**config.mk**
```make
export PLATFORM = sky130hd
export DESIGN_NAME = tarot_draw
export DESIGN_NICKNAME = d
export VERILOG_FILES = /design/src/rtl/tarot_draw.sv
export SDC_FILE = /design/constraint.sdc
export NUM_CORES = 1
export LEC_CHECK = 0
export BUFFER_PORTS_ARGS = -buffer_cell sky130_fd_sc_hd__buf_2
export CAP_MARGIN = 20
export CELL_PAD_IN_SITES_DETAIL_PLACEMENT = 1
export CELL_PAD_IN_SITES_GLOBAL_PLACEMENT = 1
export CORE_MARGIN = 8
export CORE_UTILIZATION = 40
export CTS_CLUSTER_DIAMETER = 100
export DETAILED_ROUTE_END_ITERATION = 8
export PLACE_DENSITY_LB_ADDON = 0.1
export RECOVER_POWER = 100
export SKIP_CTS_REPAIR_TIMING = 1
export SLEW_MARGIN = 10
export SYNTH_ARGS = -nofsm -noshare
export SYNTH_HDL_FRONTEND = slang
export SYNTH_SLANG_ARGS = --single-unit
```
**constraint.sdc**
```tcl
create_clock -name sysclk -period 6.6 [get_ports sysclk]
set_clock_uncertainty 0.05 [all_clocks]
set_input_delay 1.32 -clock sysclk [delete_from_list [all_inputs] [get_ports sysclk]]
set_output_delay 1.32 -clock sysclk [all_outputs]
set_load 0.05 [all_outputs]
```
**src/rtl/tarot_draw.sv**
```systemverilog
// tarot_draw: draws SPREAD distinct card indices from PRNG words and streams them, then a
// terminator byte (FF normal, FE abort), to a UART transmitter one byte at a time.
module tarot_draw #(
   parameter int NUM_CARDS  = 78,
   parameter int SPREAD     = 3,
   parameter int MAX_REJECT = 255
) (
   input  logic        sysclk,
   input  logic        rst_n,
   input  logic        draw_start,
   input  logic        rand_valid,
   input  logic [31:0] rand_data,
   output logic        rand_ready,
   output logic        tx_start,
   output logic [7:0]  tx_data,
   input  logic        tx_done,
   output logic        busy,
   output logic        err
);
   typedef enum logic [2:0] {IDLE, WAIT_RAND, CHECK, SEND, WAIT_TX, TERM, WAIT_TERM} state_t;
   localparam logic [7:0] NC = 8'(NUM_CARDS);
   localparam logic [7:0] MR = 8'(MAX_REJECT);
   localparam logic [2:0] SP = 3'(SPREAD);
   state_t       state_q, state_d;
   logic [127:0] drawn_q, drawn_d;
   logic [2:0]   cnt_q, cnt_d;
   logic [7:0]   rej_q, rej_d, rej_inc, tx_data_q, tx_data_d;
   logic [6:0]   cand_q, cand_d;
   logic         rev_q, rev_d, err_q, err_d, reject;
   logic         unused_rand;
   assign unused_rand = ^{rand_data[30:23], rand_data[15:0]};
   assign rand_ready  = state_q == WAIT_RAND;
   assign tx_start    = state_q == SEND || state_q == TERM;
   assign busy        = state_q != IDLE;
   assign err         = err_q;
   assign tx_data     = tx_data_q;
   assign reject      = {1'b0, cand_q} >= NC || drawn_q[cand_q];
   assign rej_inc     = rej_q == 8'hFF ? rej_q : rej_q + 8'd1;
   always_comb begin
      state_d   = state_q;
      drawn_d   = drawn_q;
      cnt_d     = cnt_q;
      rej_d     = rej_q;
      cand_d    = cand_q;
      rev_d     = rev_q;
      err_d     = err_q;
      tx_data_d = tx_data_q;
      case (state_q)
         IDLE: if (draw_start) begin
            drawn_d = '0;
            cnt_d   = '0;
            rej_d   = '0;
            err_d   = 1'b0;
            state_d = WAIT_RAND;
         end
         WAIT_RAND: if (rand_valid) begin
            cand_d  = rand_data[22:16];
            rev_d   = rand_data[31];
            state_d = CHECK;
         end
         CHECK: if (reject) begin
            rej_d = rej_inc;
            if (rej_inc >= MR) begin
               err_d     = 1'b1;
               tx_data_d = 8'hFE;
               state_d   = TERM;
            end else state_d = WAIT_RAND;
         end else begin
            drawn_d[cand_q] = 1'b1;
            rej_d           = '0;
            tx_data_d       = {rev_q, cand_q};
            state_d         = SEND;
         end
         SEND: state_d = WAIT_TX;
         WAIT_TX: if (tx_done) begin
            cnt_d = cnt_q + 3'd1;
            if (cnt_d == SP) begin
               tx_data_d = 8'hFF;
               state_d   = TERM;
            end else state_d = WAIT_RAND;
         end
         TERM: state_d = WAIT_TERM;
         WAIT_TERM: state_d = tx_done ? IDLE : WAIT_TERM;
         default: state_d = IDLE;
      endcase
   end
   // Reset abandons any byte in flight; the UART is not consulted.
   always_ff @(posedge sysclk or posedge rst_n) begin
      if (rst_n) begin
         state_q   <= IDLE;
         drawn_q   <= '0;
         cnt_q     <= '0;
         rej_q     <= '0;
         cand_q    <= '0;
         rev_q     <= 1'b0;
         err_q     <= 1'b0;
         tx_data_q <= '0;
      end else begin
         state_q   <= state_d;
         drawn_q   <= drawn_d;
         cnt_q     <= cnt_d;
         rej_q     <= rej_d;
         cand_q    <= cand_d;
         rev_q     <= rev_d;
         err_q     <= err_d;
         tx_data_q <= tx_data_d;
      end
   end
endmodule

```
==> impl_metrics.ini <==
[logic_synthesis]
ys_seq_area_share_pct = 55.1
ys_types = 55
synth_area_leader_cell = dfrtp_1
synth_fa_ha_area_share_pct = 0.520
syn-cell-area_um2 = 7220
synth_top_family_by_area = compound AO/OA/AOI/OAI gates
muxShareOfSynthArea_pct = 10.7
yosysTopAreaCellShare_pct = 55.1
synth_compound_area_share_pct = 16.5
synthTopCellsByArea = dfrtp_1 55%, a22o_1 9.8%, mux4_2 8.1%
synthFlopType = dfrtp_1
synthCells = 586
synth_xor_area_share_pct = 0.243
yosys.area_share.simple_pct = 13.6
synth.avg_cell_area_um2 = 12.3
synth_nets = 626
ys_warn_count = 0
synth_seq_cells = 159
synth_edf_count = 0
async_reset_ff_share_pct = 100

[cells_and_area]
diodes = 0
final_cells = 839
fin_area_um2 = 8110
layout_commonest_cell = dfrtp_1
drive_gt1_share_pct = 15.4
fin_nets = 637
fin_util_pct = 45.5
final_cell_mix = 158 x dfrtp_1, 81 x a22o_1, 43 x and2_0
nFillCells = 1874
syn_to_final_growth_pct = 12.4

[sta]
worstMarginPinSlew_ps = 2580
drv_slew = 101
rsz0062_at_grt = false
max_freq_ghz = 0.202
fin_crit_ps = 4940
slew_headroom_pct = -73.1
setup_viol = 0
post-route-period-util_pct = 74.9
finalHoldViolations = 0
setup_tns_ps = 0

[setup_path]
cp.arrival_ps = 5250
cp_max_fo = 22
crit_path_start_kind = flop
crit_chain = clkbuf_1, mux4_2, and2_1, a211oi_1, nor4_1, nor3_1, and2_0, and3_1, a22o_1
cpPeakStageDelay_ps = 960
crit_family = simple AND/OR/NAND/NOR gates
slowest_stage = clkbuf_1
crit_type = reg -> reg
endpoint_kind = flop
worst-path-buf-inv = 1
crit_required_ps = 6910

[floorplan]
pin_count = 49
fp-row-count = 49
start_util_pct = 40.5
die_h_um = 150
dieWidth_um = 150
dieArea_um2 = 22600
coreArea_um2 = 17800

[routing]
vias = 4962
first_iter_violations = 301
drtAntennaViolNets = 0
drt_wl_total_um = 18900
drt_first_pass_iters = 5
avgViaCountPerCell = 5.91
remaining_drc_errors = 0
avgRoutedWirePerCell_um = 22.5

[clock_tree]
cts.sinks = 159
clk_latency_ps = 430
clock_path_buffers = 2
tritoncts = done
cts_root_buf = clkbuf_16
cts_buffers = 17
clk_pin_slew_ps = 70
htreeDepth = 4

[placed_design]
place_area_um2 = 7490
port_buffers = 24
gp_routability_congestion = 0.816
dp_hpwl_um = 11800
placedCellCount = 806

[power_and_ir_drop]
vdd_ir_drop_max_v = 0.000218
power.density_nw_per_um2 = 407
power.leakage_nw = 3.63

[global_route]
grt_pass1_wl_um = 31600
antenna_found_initial = 0
grt_max_degree = 113
grt_pass1_vias = 5494
grt_use_total_pct = 18.2
grt_overflow = 0

[run]
max_cap_viol_count = 2

[outcome]
violations = capacitance limit, slew limit
status = complete, but fails checks

[hold_path]
hp-class = reg -> reg
-- final timing paths --
check                            start      endpoint  slack, ps  depth (start not counted)
max in group asynchronous        rst_n   drawn_q[84]       3370                          3
setup reg to reg             cand_q[0]    drawn_q[0]       1660                          9
setup / recovery             cand_q[0]    drawn_q[0]       1660                          9
min in group asynchronous        rst_n  drawn_q[102]       1530                          2
hold reg to reg            drawn_q[78]   drawn_q[78]        430                          1
hold / removal             drawn_q[78]   drawn_q[78]        430                          1
-- cell families after synthesis --
kind of cell,Yosys count
and+or+nand+nor,169
DFF,159
AOI/OAI and AO/OA,158
buffers and inverters,51
muxes,44
adders and majority gates,3
xor gates and xnor gates,2
-- Yosys cell counts (7+ instances only) --
| cell | n |
|---|---|
| dfrtp_1 | 159 |
| a22o_1 | 81 |
| and2_1 | 57 |
| mux4_2 | 26 |
| nor2_1 | 25 |
| clkbuf_1 | 23 |
| nand2_1 | 23 |
| o21ai_0 | 22 |
| a21oi_1 | 18 |
| nor3_1 | 15 |
| mux2i_1 | 11 |
| buf_2 | 9 |
| inv_1 | 8 |
| nand3_1 | 8 |
| mux2_2 | 7 |
-- state kept, by name, summed over array words and instances (netlist names) --
| register | count |
|---|---|
| drawn_q | 128 |
| rej_q | 8 |
| tx_data | 8 |
| cand_q | 7 |
| cnt_q | 3 |
| state_q | 3 |
| err | 1 |
| rev_q | 1 |
-- where the power goes --
part | switching, mW | internal [mW] | leakage, nW | total (mW)
registers | 0.178 | 1.06 | 2.18 | 1.23
logic | 0.747 | 0.280 | 1.15 | 1.03
clock network | 0.461 | 0.580 | 0.304 | 1.04
total | 1.39 | 1.92 | 3.63 | 3.30
-- per-layer routing --
metal  routed length, µm  vias to the layer above  global-route usage, %
met4                 357                        0                   6.25
met1                8570                     2615                   24.1
met3                 799                       29                   3.97
met5                   0                        -                      0
met2                9140                      103                   29.0
li1                    -                     2215                      -
-- worst reg2reg max path, stage by stage, from the launching register on --
cell and delay, ps:
dfrtp_1 910, clkbuf_1 960, mux4_2 630, and2_1 180, a211oi_1 280, nor4_1 100
nor3_1 460, and2_0 410, and3_1 660, a22o_1 230
-- per-stage QoR --
| stage | hold WS, ps | power [mW] | worst slack, ps |
|---|---|---|---|
| floorplan | 397 | 1.99 | 938 |
| global placement | 405 | 2.28 | 2530 |
| detailed placement | 415 | 2.30 | 2430 |
| CTS | 439 | 3.36 | 2390 |
| global route | 457 | 3.48 | 1240 |
| finish | 435 | 3.30 | 1660 |
-- cell type report --
type                    instances  area, µm²  area share [%]
clock buffers                  17        425            5.24
clock inverters                15        201            2.48
inverters                      11       42.5           0.524
multi-input cells             376       3000            37.0
flip-flops and latches        159       3980            49.1
well taps                     229        287            3.53
repair buffers                 32        176            2.17
Note: power is estimated with default switching activity, not from simulation.
